**src/rtl/clock_set_ctrl_pkg.sv**
```systemverilog
// Shared types and constants for the DigitalClock mode/set controller.
package clock_pkg;

  typedef enum logic [2:0] {
    RUN,
    SET_HH,
    SET_MM,
    SET_SS,
    ALM_HH,
    ALM_MM
  } ctrl_state_e;

  // Decoded key after priority resolution; only one key is acted on per cycle.
  typedef enum logic [2:0] {
    KEY_NONE,
    KEY_MODE,
    KEY_NEXT,
    KEY_INC,
    KEY_DEC,
    KEY_ALM_EDIT,
    KEY_ALM_TOG
  } key_e;

  localparam int K_MODE     = 0;
  localparam int K_NEXT     = 1;
  localparam int K_INC      = 2;
  localparam int K_DEC      = 3;
  localparam int K_ALM_TOG  = 4;
  localparam int K_ALM_EDIT = 5;

  localparam logic [4:0] HH_MAX = 5'd23;
  localparam logic [5:0] MS_MAX = 6'd59;

  localparam logic [7:0] MASK_HH = 8'b0000_0011;
  localparam logic [7:0] MASK_MM = 8'b0001_1000;
  localparam logic [7:0] MASK_SS = 8'b1100_0000;

  function automatic key_e pick_key(input logic [5:0] k);
    if (k[K_MODE])          return KEY_MODE;
    else if (k[K_NEXT])     return KEY_NEXT;
    else if (k[K_INC])      return KEY_INC;
    else if (k[K_DEC])      return KEY_DEC;
    else if (k[K_ALM_EDIT]) return KEY_ALM_EDIT;
    else if (k[K_ALM_TOG])  return KEY_ALM_TOG;
    else                    return KEY_NONE;
  endfunction

  function automatic logic is_set(input ctrl_state_e s);
    return (s == SET_HH) || (s == SET_MM) || (s == SET_SS);
  endfunction

  function automatic logic is_alm(input ctrl_state_e s);
    return (s == ALM_HH) || (s == ALM_MM);
  endfunction

  function automatic logic [7:0] field_mask(input ctrl_state_e s);
    case (s)
      SET_HH, ALM_HH: return MASK_HH;
      SET_MM, ALM_MM: return MASK_MM;
      SET_SS:         return MASK_SS;
      default:        return 8'h00;
    endcase
  endfunction

endpackage

```
**src/rtl/clock_set_ctrl_if.sv**
```systemverilog
// Key/tick/time inputs and control/display outputs of the mode/set controller.
interface clock_set_ctrl_if;
  logic       tick_1hz;
  logic [5:0] key_pulse;
  logic [4:0] cur_hh;
  logic [5:0] cur_mm;
  logic [5:0] cur_ss;
  logic       run_en;
  logic       ld_en;
  logic [4:0] ld_hh;
  logic [5:0] ld_mm;
  logic [5:0] ld_ss;
  logic [4:0] disp_hh;
  logic [5:0] disp_mm;
  logic [5:0] disp_ss;
  logic [7:0] blink_mask;
  logic [3:0] led;
  logic       alarm_fire;

  modport master (
    output tick_1hz, key_pulse, cur_hh, cur_mm, cur_ss,
    input  run_en, ld_en, ld_hh, ld_mm, ld_ss, disp_hh, disp_mm, disp_ss,
           blink_mask, led, alarm_fire
  );

  modport slave (
    input  tick_1hz, key_pulse, cur_hh, cur_mm, cur_ss,
    output run_en, ld_en, ld_hh, ld_mm, ld_ss, disp_hh, disp_mm, disp_ss,
           blink_mask, led, alarm_fire
  );
endinterface

```
**src/rtl/clock_set_ctrl_field_adj.sv**
```systemverilog
// Wrapping increment/decrement of one time field (0..max_val).
module field_adj #(
  parameter int W = 6
) (
  input  logic [W-1:0] value,
  input  logic [W-1:0] max_val,
  input  logic         inc,
  input  logic         dec,
  output logic [W-1:0] result
);
  // NOTE: result gets a default first so no path leaves it unassigned (no latch).
  always_comb begin
    result = value;
    if (inc)      result = (value == max_val) ? '0 : value + 1'b1;
    else if (dec) result = (value == '0) ? max_val : value - 1'b1;
  end
endmodule

```
**src/rtl/clock_set_ctrl.sv**
```systemverilog
// Mode/set controller: run, time-edit and alarm-edit sequencing plus alarm and blink.
module clock_set_ctrl
  import clock_pkg::*;
#(
  parameter int TIMEOUT_S = 30,
  parameter int ALARM_S   = 60
) (
  input logic             clk,
  input logic             rst,
  clock_set_ctrl_if.slave bus
);
  localparam int TW = $clog2(TIMEOUT_S + 1);
  localparam int AW = $clog2(ALARM_S + 1);

  ctrl_state_e   state, nxt_state;
  logic [4:0]    edit_hh, nxt_edit_hh, alarm_hh, nxt_alarm_hh, adj_hh;
  logic [5:0]    edit_mm, nxt_edit_mm, alarm_mm, nxt_alarm_mm, adj_mm;
  logic [5:0]    edit_ss, nxt_edit_ss, adj_ss;
  logic          armed, nxt_armed, fire, nxt_fire, phase, nxt_phase, do_load;
  logic [TW-1:0] to_cnt, nxt_to;
  logic [AW-1:0] al_cnt, nxt_al;
  key_e          key;
  logic          any_key, alarm_match;

  assign key         = pick_key(bus.key_pulse);
  assign any_key     = |bus.key_pulse;
  assign alarm_match = (bus.cur_hh == alarm_hh) && (bus.cur_mm == alarm_mm) && (bus.cur_ss == 6'd0);

  field_adj #(.W(5)) u_adj_hh (
    .value(edit_hh), .max_val(HH_MAX),
    .inc(key == KEY_INC && (state == SET_HH || state == ALM_HH)),
    .dec(key == KEY_DEC && (state == SET_HH || state == ALM_HH)),
    .result(adj_hh)
  );
  field_adj #(.W(6)) u_adj_mm (
    .value(edit_mm), .max_val(MS_MAX),
    .inc(key == KEY_INC && (state == SET_MM || state == ALM_MM)),
    .dec(key == KEY_DEC && (state == SET_MM || state == ALM_MM)),
    .result(adj_mm)
  );
  field_adj #(.W(6)) u_adj_ss (
    .value(edit_ss), .max_val(MS_MAX),
    .inc(key == KEY_INC && state == SET_SS),
    .dec(key == KEY_DEC && state == SET_SS),
    .result(adj_ss)
  );

  always_comb begin
    nxt_state    = state;
    nxt_edit_hh  = edit_hh;
    nxt_edit_mm  = edit_mm;
    nxt_edit_ss  = edit_ss;
    nxt_alarm_hh = alarm_hh;
    nxt_alarm_mm = alarm_mm;
    nxt_armed    = armed;
    nxt_fire     = fire;
    nxt_to       = to_cnt;
    nxt_al       = al_cnt;
    nxt_phase    = phase;
    do_load      = 1'b0;

    // A key while the alarm rings only silences it; ALM_TOG also disarms.
    if (fire && any_key) begin
      nxt_fire = 1'b0;
      if (key == KEY_ALM_TOG) nxt_armed = 1'b0;
    end else begin
      case (state)
        RUN: begin
          case (key)
            KEY_MODE: begin
              nxt_state   = SET_HH;
              nxt_edit_hh = bus.cur_hh;
              nxt_edit_mm = bus.cur_mm;
              nxt_edit_ss = bus.cur_ss;
            end
            KEY_ALM_EDIT: begin
              nxt_state   = ALM_HH;
              nxt_edit_hh = alarm_hh;
              nxt_edit_mm = alarm_mm;
              nxt_edit_ss = 6'd0;
            end
            KEY_ALM_TOG: nxt_armed = ~armed;
            default: ;
          endcase
        end
        default: begin
          case (key)
            KEY_MODE: begin
              nxt_state = RUN;
              if (is_set(state)) begin
                do_load = 1'b1;
              end else begin
                nxt_alarm_hh = edit_hh;
                nxt_alarm_mm = edit_mm;
              end
            end
            KEY_NEXT: begin
              case (state)
                SET_HH:  nxt_state = SET_MM;
                SET_MM:  nxt_state = SET_SS;
                SET_SS:  nxt_state = SET_HH;
                ALM_HH:  nxt_state = ALM_MM;
                default: nxt_state = ALM_HH;
              endcase
            end
            KEY_INC, KEY_DEC: begin
              nxt_edit_hh = adj_hh;
              nxt_edit_mm = adj_mm;
              nxt_edit_ss = adj_ss;
            end
            default: ;
          endcase
        end
      endcase
    end

    // Edit inactivity timeout; a key and a tick in the same cycle restart at one.
    if (nxt_state == RUN || state == RUN) begin
      nxt_to = '0;
    end else if (any_key) begin
      nxt_to = bus.tick_1hz ? TW'(1) : '0;
    end else if (bus.tick_1hz) begin
      if (to_cnt == TW'(TIMEOUT_S - 1)) begin
        nxt_state = RUN;
        nxt_to    = '0;
      end else begin
        nxt_to = to_cnt + 1'b1;
      end
    end

    if (fire && nxt_fire) begin
      if (bus.tick_1hz) begin
        if (al_cnt == AW'(ALARM_S - 1)) nxt_fire = 1'b0;
        else                            nxt_al   = al_cnt + 1'b1;
      end
    end else if (!fire && state == RUN && nxt_state == RUN && nxt_armed &&
                 bus.tick_1hz && alarm_match) begin
      nxt_fire = 1'b1;
    end
    if (!nxt_fire) nxt_al = '0;

    if (nxt_state == RUN)                 nxt_phase = 1'b0;
    else if (bus.tick_1hz && state != RUN) nxt_phase = ~phase;
  end

  assign bus.alarm_fire = fire;

  // NOTE: sequential state uses non-blocking assignments so every register samples pre-edge values.
  always_ff @(posedge clk) begin
    if (rst) begin
      state          <= RUN;
      edit_hh        <= '0;
      edit_mm        <= '0;
      edit_ss        <= '0;
      alarm_hh       <= '0;
      alarm_mm       <= '0;
      armed          <= 1'b0;
      fire           <= 1'b0;
      phase          <= 1'b0;
      to_cnt         <= '0;
      al_cnt         <= '0;
      bus.run_en     <= 1'b1;
      bus.ld_en      <= 1'b0;
      bus.ld_hh      <= '0;
      bus.ld_mm      <= '0;
      bus.ld_ss      <= '0;
      bus.disp_hh    <= bus.cur_hh;
      bus.disp_mm    <= bus.cur_mm;
      bus.disp_ss    <= bus.cur_ss;
      bus.blink_mask <= '0;
      bus.led        <= '0;
    end else begin
      state      <= nxt_state;
      edit_hh    <= nxt_edit_hh;
      edit_mm    <= nxt_edit_mm;
      edit_ss    <= nxt_edit_ss;
      alarm_hh   <= nxt_alarm_hh;
      alarm_mm   <= nxt_alarm_mm;
      armed      <= nxt_armed;
      fire       <= nxt_fire;
      phase      <= nxt_phase;
      to_cnt     <= nxt_to;
      al_cnt     <= nxt_al;
      bus.run_en <= ~is_set(nxt_state);
      bus.ld_en  <= do_load;
      if (do_load) begin
        bus.ld_hh <= edit_hh;
        bus.ld_mm <= edit_mm;
        bus.ld_ss <= edit_ss;
      end
      case (nxt_state)
        RUN: begin
          bus.disp_hh <= bus.cur_hh;
          bus.disp_mm <= bus.cur_mm;
          bus.disp_ss <= bus.cur_ss;
        end
        ALM_HH, ALM_MM: begin
          bus.disp_hh <= nxt_edit_hh;
          bus.disp_mm <= nxt_edit_mm;
          bus.disp_ss <= 6'd0;
        end
        default: begin
          bus.disp_hh <= nxt_edit_hh;
          bus.disp_mm <= nxt_edit_mm;
          bus.disp_ss <= nxt_edit_ss;
        end
      endcase
      bus.blink_mask <= nxt_phase ? field_mask(nxt_state) : 8'h00;
      bus.led        <= {nxt_fire, nxt_armed, is_alm(nxt_state), is_set(nxt_state)};
    end
  end

endmodule

```
**src/flat_wrapper.sv**
```systemverilog
// flat-port wrapper written by rule: the top's interface ports become plain ports
module clock_set_ctrl_flat import clock_pkg::*;
#(
  parameter int TIMEOUT_S = 30,
  parameter int ALARM_S   = 60
)
  (clk, rst, bus_tick_1hz, bus_key_pulse, bus_cur_hh, bus_cur_mm, bus_cur_ss, bus_run_en, bus_ld_en, bus_ld_hh, bus_ld_mm, bus_ld_ss, bus_disp_hh, bus_disp_mm, bus_disp_ss, bus_blink_mask, bus_led, bus_alarm_fire);
  clock_set_ctrl_if bus_i ();
  input logic clk;
  input logic rst;
  input wire logic [$bits(bus_i.tick_1hz)-1:0] bus_tick_1hz;
  input wire logic [$bits(bus_i.key_pulse)-1:0] bus_key_pulse;
  input wire logic [$bits(bus_i.cur_hh)-1:0] bus_cur_hh;
  input wire logic [$bits(bus_i.cur_mm)-1:0] bus_cur_mm;
  input wire logic [$bits(bus_i.cur_ss)-1:0] bus_cur_ss;
  output wire logic [$bits(bus_i.run_en)-1:0] bus_run_en;
  output wire logic [$bits(bus_i.ld_en)-1:0] bus_ld_en;
  output wire logic [$bits(bus_i.ld_hh)-1:0] bus_ld_hh;
  output wire logic [$bits(bus_i.ld_mm)-1:0] bus_ld_mm;
  output wire logic [$bits(bus_i.ld_ss)-1:0] bus_ld_ss;
  output wire logic [$bits(bus_i.disp_hh)-1:0] bus_disp_hh;
  output wire logic [$bits(bus_i.disp_mm)-1:0] bus_disp_mm;
  output wire logic [$bits(bus_i.disp_ss)-1:0] bus_disp_ss;
  output wire logic [$bits(bus_i.blink_mask)-1:0] bus_blink_mask;
  output wire logic [$bits(bus_i.led)-1:0] bus_led;
  output wire logic [$bits(bus_i.alarm_fire)-1:0] bus_alarm_fire;
  assign bus_i.tick_1hz = bus_tick_1hz;
  assign bus_i.key_pulse = bus_key_pulse;
  assign bus_i.cur_hh = bus_cur_hh;
  assign bus_i.cur_mm = bus_cur_mm;
  assign bus_i.cur_ss = bus_cur_ss;
  assign bus_run_en = bus_i.run_en;
  assign bus_ld_en = bus_i.ld_en;
  assign bus_ld_hh = bus_i.ld_hh;
  assign bus_ld_mm = bus_i.ld_mm;
  assign bus_ld_ss = bus_i.ld_ss;
  assign bus_disp_hh = bus_i.disp_hh;
  assign bus_disp_mm = bus_i.disp_mm;
  assign bus_disp_ss = bus_i.disp_ss;
  assign bus_blink_mask = bus_i.blink_mask;
  assign bus_led = bus_i.led;
  assign bus_alarm_fire = bus_i.alarm_fire;
  clock_set_ctrl #(.TIMEOUT_S(TIMEOUT_S), .ALARM_S(ALARM_S)) u_core (.clk(clk), .rst(rst), .bus(bus_i));
endmodule
```
**config.mk**
```make
export PLATFORM = sky130hd
export DESIGN_NAME = clock_set_ctrl_flat
export DESIGN_NICKNAME = d
export VERILOG_FILES = /design/src/rtl/clock_set_ctrl_pkg.sv /design/src/rtl/clock_set_ctrl_if.sv /design/src/rtl/clock_set_ctrl_field_adj.sv /design/src/rtl/clock_set_ctrl.sv /design/src/flat_wrapper.sv
export SDC_FILE = /design/constraint.sdc
export NUM_CORES = 1
export LEC_CHECK = 0
export CAP_MARGIN = 20
export CORE_MARGIN = 4
export CORE_UTILIZATION = 40
export DETAILED_ROUTE_END_ITERATION = 7
export DONT_BUFFER_PORTS = 1
export SLEW_MARGIN = 5
export SYNTH_ARGS = -nofsm -noshare
export SYNTH_HDL_FRONTEND = slang
export SYNTH_HIERARCHICAL = 1
export SYNTH_SLANG_ARGS = --single-unit
```
**constraint.sdc**
```tcl
create_clock -name clk -period 3.4 [get_ports clk]
set_input_delay 0.68 -clock clk [delete_from_list [all_inputs] [get_ports clk]]
set_output_delay 0.68 -clock clk [all_outputs]
set_load 0.02 [all_outputs]
```
== After elaboration in Yosys (flattened, before gate mapping) ==
Cells that the tools add are included.

* Input bits: 26
* Output and inout port bits: 49
* Register bits: 93

* Reductions and logical operators: 44
* Eq/ne operators: 23
* Bitwise logic cells: 9
* Add/subtract/negate cells: 8
* Multiplexer cells: 65

{| class="wikitable"
|+ Operator list
! operator !! number
|-
| $mux 6 || 17
|-
| $mux 5 || 12
|-
| $mux 3 || 12
|-
| $pmux 6 s2 || 3
|-
| $pmux 8 s3 || 1
|-
| $eq 3x3->1 const B || 7
|-
| $add 6x1->6 const B || 3
|-
| $eq 3x2->1 const B || 6
|-
| $eq 6x6->1 const B || 3
|-
| $logic_not 6->1 || 3
|-
| $logic_and 1x1->1 || 16
|-
| $mux 1 || 16
|-
| $reduce_or 2->1 || 7
|-
| $pmux 3 s2 || 2
|-
| $pmux 3 s4 || 1
|-
| $sub 6x1->6 const B || 2
|-
| $add 5x1->5 const B || 2
|-
| $eq 5x5->1 const B || 2
|-
| $pmux 5 s2 || 1
|-
| $eq 3x1->1 const B || 3
|-
| $logic_not 3->1 || 3
|-
| $not 1->1 || 9
|-
| $logic_or 1x1->1 || 8
|-
| $eq 6x6->1 || 1
|-
| other kinds (9) || 9
|}

== Depth between registers and ports, before layout ==
* Word-level depth: 23
* Gate-level depth with buffers: 14
* Mapped depth without buffers: 12

== Modules after synthesis ==
The synthesis kept the hierarchy.

{| class="wikitable"
|+ Modules (own cells, without submodules)
! module !! times used !! seq. area each (um2) !! area each (um2) !! cells each
|-
| clock_set_ctrl || 1 || 1,721.7 || 3,988.8 || 460
|-
| field_adj (u_core.u_adj_mm ...) || 2 || 0.0 || 475.5 || 67
|-
| field_adj (u_core.u_adj_hh) || 1 || 0.0 || 349.1 || 50
|}

== Worst setup path before layout ==
OpenSTA, ideal clock, no wires.

* Kind: input port to flip-flop
* Start: input bus_key_pulse[1]
* End: register u_core.bus.disp_mm[5]
* Stages: 12
* Setup slack: 0.725 ns
* Arrival: 2.554 ns
* Required time: 3.279 ns
* Buffers on the path: 1
* Path through: nor2_1 > nand3b_1 > nor2_1 > clkbuf_1 > nor4b_1 > a31oi_1 > o211ai_2 > o21ai_2 > a21oi_1 > a31oi_1 > a22o_1 > mux2_4

* Elaborated cells on any way between the ends: 31
* Classes of those cells: eq/ne (5); mux (18); reduce/logical (8)

{| class="wikitable"
|+ RTL lines
! item !! line !! text
|-
| from (decl) || flat_wrapper.sv:12 || <nowiki>input wire logic [$bits(bus_i.key_pulse)-1:0] bus_key_pulse;</nowiki>
|-
| $mux 3 (*) || clock_set_ctrl_pkg.sv:40 || <nowiki>else if (k[K_NEXT]) return KEY_NEXT;</nowiki>
|-
| $mux 3 (*) || clock_set_ctrl_pkg.sv:39 || <nowiki>if (k[K_MODE]) return KEY_MODE;</nowiki>
|-
| $eq 3x3->1 || clock_set_ctrl.sv:38 || <nowiki>.dec(key == KEY_DEC && (state == SET_MM || state == ALM_MM)),</nowiki>
|-
| $logic_and 1x1->1 || clock_set_ctrl.sv:38 ||
|-
| $mux 6 || clock_set_ctrl_field_adj.sv:15 || <nowiki>else if (dec) result = (value == '0) ? max_val : value - 1'b1;</nowiki>
|-
| $mux 6 (*) || clock_set_ctrl_field_adj.sv:14 || <nowiki>if (inc) result = (value == max_val) ? '0 : value + 1'b1;</nowiki>
|-
| net u_core.adj_mm[5] || clock_set_ctrl.sv:17 || <nowiki>logic [5:0] edit_mm, nxt_edit_mm, alarm_mm, nxt_alarm_mm, adj_mm;</nowiki>
|-
| $mux 6 (*) || clock_set_ctrl.sv:87 || <nowiki>case (key)</nowiki>
|-
| $mux 6 (*) || clock_set_ctrl.sv:67 || <nowiki>case (state)</nowiki>
|-
| $mux 6 (*) || clock_set_ctrl.sv:63 || <nowiki>if (fire && any_key) begin</nowiki>
|-
| $mux 6 (*) || clock_set_ctrl.sv:191 || <nowiki>case (nxt_state)</nowiki>
|-
| $mux 6 (*) || clock_set_ctrl.sv:150 || <nowiki>if (rst) begin</nowiki>
|-
| to (signal assigned) || clock_set_ctrl.sv:194 || <nowiki>bus.disp_mm <= bus.cur_mm;</nowiki>
|-
| to (signal assigned) || clock_set_ctrl.sv:199 || <nowiki>bus.disp_mm <= nxt_edit_mm;</nowiki>
|-
| to (signal assigned) || clock_set_ctrl.sv:204 || <nowiki>bus.disp_mm <= nxt_edit_mm;</nowiki>
|-
| to (decl) || clock_set_ctrl_if.sv:28 || <nowiki>output run_en, ld_en, ld_hh, ld_mm, ld_ss, disp_hh, disp_mm, disp_ss,</nowiki>
|}

Mark *: on every way through the listed nets, which the timed path passes. The rest lies on a longest branch.
A chain may end at the register's enable or synchronous reset.

== Worst setup path after layout ==
* Start: register u_core.state[1]
* End: register u_core.bus.disp_hh[4]

* Word-level cells in the longest chain between the ends: 12
* Elaborated cells on any way between the ends: 27
* Classes of those cells: eq/ne (4); mux (16); reduce/logical (7)

{| class="wikitable"
|+ Ends and longest elaborated chain
! item !! line !! text
|-
| from (decl) || clock_set_ctrl.sv:15 || <nowiki>ctrl_state_e state, nxt_state;</nowiki>
|-
| from (signal assigned) || clock_set_ctrl.sv:173 || <nowiki>state <= nxt_state;</nowiki>
|-
| $eq 3x3->1 (tied with other cells) || clock_set_ctrl.sv:31, clock_set_ctrl.sv:32, clock_set_ctrl.sv:98 ||
|-
| $pmux 3 s4 || clock_set_ctrl.sv:98 || <nowiki>case (state)</nowiki>
|-
| $pmux 3 s2 || clock_set_ctrl.sv:87 ||
|-
| $mux 3 || clock_set_ctrl.sv:67 ||
|-
| $mux 3 || clock_set_ctrl.sv:63 ||
|-
| $mux 3 || clock_set_ctrl.sv:123 || <nowiki>if (to_cnt == TW'(TIMEOUT_S - 1)) begin</nowiki>
|-
| $mux 3 || clock_set_ctrl.sv:122 || <nowiki>end else if (bus.tick_1hz) begin</nowiki>
|-
| $mux 3 || clock_set_ctrl.sv:120 || <nowiki>end else if (any_key) begin</nowiki>
|-
| $mux 3 || clock_set_ctrl.sv:118 || <nowiki>if (nxt_state == RUN || state == RUN) begin</nowiki>
|-
| $logic_not 3->1 || clock_set_ctrl.sv:191 ||
|-
| $mux 5 (*) || clock_set_ctrl.sv:191 ||
|-
| $mux 5 (*) || clock_set_ctrl.sv:150 ||
|-
| to (signal assigned) || clock_set_ctrl.sv:193 || <nowiki>bus.disp_hh <= bus.cur_hh;</nowiki>
|-
| to (signal assigned) || clock_set_ctrl.sv:198 || <nowiki>bus.disp_hh <= nxt_edit_hh;</nowiki>
|-
| to (signal assigned) || clock_set_ctrl.sv:203 || <nowiki>bus.disp_hh <= nxt_edit_hh;</nowiki>
|-
| to (decl) || clock_set_ctrl_if.sv:28 ||
|}

Every way passes the cells marked *; elsewhere a longest branch is shown, timed or not.

==> results.txt <==
met2 Track Usage GR - 29.4%
CTS max path bufs - 2
starting DRC count in detailed routing - 336
crit-path cells - or2_2 > o221a_2 > a31oi_1 > a21oi_4 > nor2_2 > mux2_2
Syn Std Cell Area - 0.00529 mm2
Avg WL per Cell - 16.7 um
die outline width - 123 um
Post-Synth XOR/XNOR Area - 7.45%
DRT antenna net count - 0
CTS Buf Count - 9
I/O pin total - 75
busiest grt layer - met2
Root Driver - clkbuf_16
CP Data Required Time - 3.64 ns
vias in the first global route - 4240
ys flop type - dfxtp_1
critical path capture point type - register
Worst path slowest cell - nor2_2
largest net degree at the start of global routing - 54
CP max stage delay - 0.74 ns
Critical path origin - u_core/state[1]
Worst R2R Start - u_core/state[1]
DRC viols - 0
Tot Pwr - 2.80 mW
drt pass-1 iters - 5
post-synthesis adder-cell area fraction - 2.84%
sequential power share - 44.4%
Area Overhead vs Synth - 9.08%
Die Area - 0.0151 mm2
Core Box Area - 0.0128 mm2
final worst path period share - 85.8%
Yosys cell types - 66
path type of the worst setup path - reg -> reg
Worst R2R End - u_core/bus.disp_hh[4]
Fin. Hold Viols - 0
Post-CTS Resized - 0
commonest cells after routing, fill and taps aside - 86 x dfxtp_1, 72 x nor2_1, 64 x nand2_1
peak supply drop - 0.305 mV
Chip Height - 123 um
status - completed
max_cap viols - 0
PortBufs - 0
Total GRT Usage - 18.7%
mux share of post-synthesis cell area - 6.77%
Via density - 5.52
Sequential Area - 0.00172 mm2
Post-synth EDFFs - 0
sequential element share of the synthesized area - 32.6%
share of layout cells above drive strength 1 - 12.2%
most common cell after layout, fill and taps aside - dfxtp_1
internal power - 1.93 mW
R2R setup slack - 0.48 ns
sw frac - 31.1%
worst min-delay path class - in -> reg
pins over their slew limit - 0
Simple-Gate Fraction of Synth Area - 23.1%
Worst setup SP type - register
f_max - 343 MHz
met1 GRT Util - 24.3%
Gate Count Post-Synth - 644
Setup Skew - 0.0109 ns
Critical Path Fanout Max - 13
final setup fails - 0
setup repair bufs after CTS - 0
Clk Latency, worst-skew pair - 0.36 ns
relative slew slack - 39.3%
first-pass GRT wire length - 22100 um
Cell Pwr Density - 485 mW/mm2
total gr overflow - 0
gpl congestion - 0.888
final wirelength - 13900 um
GR Layer Usage met3 - 5.49%
clock-pin transition on the worst setup and hold timing paths - 0.07 ns
Arrival @ worst endpoint - 3.16 ns
area of the multi-input gates - 0.00335 mm2
worst-case reg-to-reg path depth - 6
compound-cell area share of the yosys netlist - 20.4%
ant diodes - 0
Async SR Flop Fraction - 0%
Slew @ Worst Pin - 0.910 ns
CTS tree - yes
LEAKAGE - 2.19 nW
Sink Count - 86
Ys Warns - 6
fill count - 1278
Final HPWL DP - 10000 um
sw power - 871 uW
Final Critical Period - 2.92 ns
Setup TNS Final - 0 ns
Nets - 689
Worst Setup EP - u_core/bus.disp_hh[4]
RSZ-0062 raised after global routing - false
# H-tree levels - 3
largest family of logic cells by synthesized area - simple AND/OR/NAND/NOR gates
clock share of power - 36.4%
Initial Util - 41.4%
Logic pwr share - 19.2%
initial antenna violation count - 0
syn avg cell area - 8.21 um2
via count - 4571
hold buffers post-CTS - 0
Rows - 41
FF+latch count, synth - 86
-- layer usage --
layer	share of wire (%)	wire length, um
met1	45	6210
met2	46	6440
met3	6.2	861
met4	2.5	340
met5	0	0
-- state kept, by name, indices dropped and copies added (netlist names) --
signal,flops
u_core/bus.ld_hh,5
u_core/bus.disp_ss,6
u_core/state,3
u_core/al_cnt,6
u_core/bus.ld_ss,6
u_core/bus.blink_mask,3
u_core/edit_mm,6
u_core/bus.disp_mm,6
u_core/edit_hh,5
u_core/phase,1
u_core/to_cnt,5
u_core/alarm_mm,6
u_core/bus.ld_mm,6
u_core/bus.led,4
u_core/bus.ld_en,1
u_core/alarm_hh,5
u_core/bus.disp_hh,5
u_core/edit_ss,6
u_core/bus.run_en,1
-- worst min-delay path by stage --
stage	depth (start not counted)	from	to	slack, ns
after global placement	2	u_core/to_cnt[4]	u_core/to_cnt[4]	0.47
after detailed placement	2	u_core/to_cnt[4]	u_core/to_cnt[4]	0.48
after global routing	1	rst	u_core/bus.led[2]	0.38
final	1	rst	u_core/bus.led[2]	0.39
after floorplan	2	u_core/edit_ss[5]	u_core/bus.ld_ss[5]	0.44
after CTS	1	rst	u_core/bus.led[2]	0.38
-- area by class of cell --
class                      instances  share of cell area [%]
multi-input combinational        521                    58.0
inverter                          19                    1.24
timing repair buffer              14                    1.82
tap                              172                    3.73
clock inverter                     6                    1.21
clock buffer                      10                    4.14
sequential                        86                    29.8
-- synthesized netlist by cell type (12+ instances only) --
library cell / count / area (um2)
a21oi_1: 33 / 165
a22oi_1: 16 / 120
buf_2: 12 / 60.1
clkbuf_1: 27 / 101
dfxtp_1: 86 / 1720
ha_1: 12 / 150
inv_1: 19 / 71.3
mux2i_1: 14 / 140
nand2_1: 64 / 240
nand3_1: 28 / 140
nor2_1: 72 / 270
nor2b_1: 16 / 100
o21ai_0: 24 / 120
xnor2_1: 25 / 219
xor2_1: 20 / 175
-- metrics by stage --
| stage | instance area, um2 | hold slack [ns] | setup WS (ns) | cells | utilization [%] |
|---|---|---|---|---|---|
| 4_1_cts | 5770 | 0.377 | 0.510 | 828 | 45.2 |
| 2_1_floorplan | 5420 | 0.442 | 0.725 | 679 | - |
| 3_3_place_gp | 5460 | 0.467 | 0.352 | 812 | 42.7 |
| 3_5_place_dp | 5460 | 0.483 | 0.307 | 812 | 42.7 |
| 6_report | 5770 | 0.394 | 0.483 | 828 | 45.2 |
| 5_1_grt | 5770 | 0.377 | 0.341 | 828 | 45.2 |
-- power groups by stage --
stage | clock, mW | combinational [mW] | sequential [mW]
2_1_floorplan | 0 | 0.501 | 1.20
3_3_place_gp | 0 | 0.519 | 1.26
3_5_place_dp | 0 | 0.531 | 1.27
4_1_cts | 1.04 | 0.533 | 1.24
5_1_grt | 1.08 | 0.597 | 1.26
6_report | 1.02 | 0.537 | 1.24
-- critical path: cells and delay by family (launching register included) --
kind             cells  cell delay, ns
AO/OA/AOI/OAI        3            0.88
flip-flops           1            0.43
multiplexers         1            0.42
AND/OR/NAND/NOR      2            1.08
-- cell families (layout without fill, tap and decap cells) --
family / count (synthesis) / after routing
XOR/XNOR: 45 / 45
AO/OA/AOI/OAI: 150 / 150
buffers and inverters: 72 / 49
adder cells (fa/ha/maj): 12 / 12
flip-flops: 86 / 86
multiplexers: 30 / 30
AND/OR/NAND/NOR: 247 / 247
other: 2 / 37
Power figures use the tool's default switching activity.
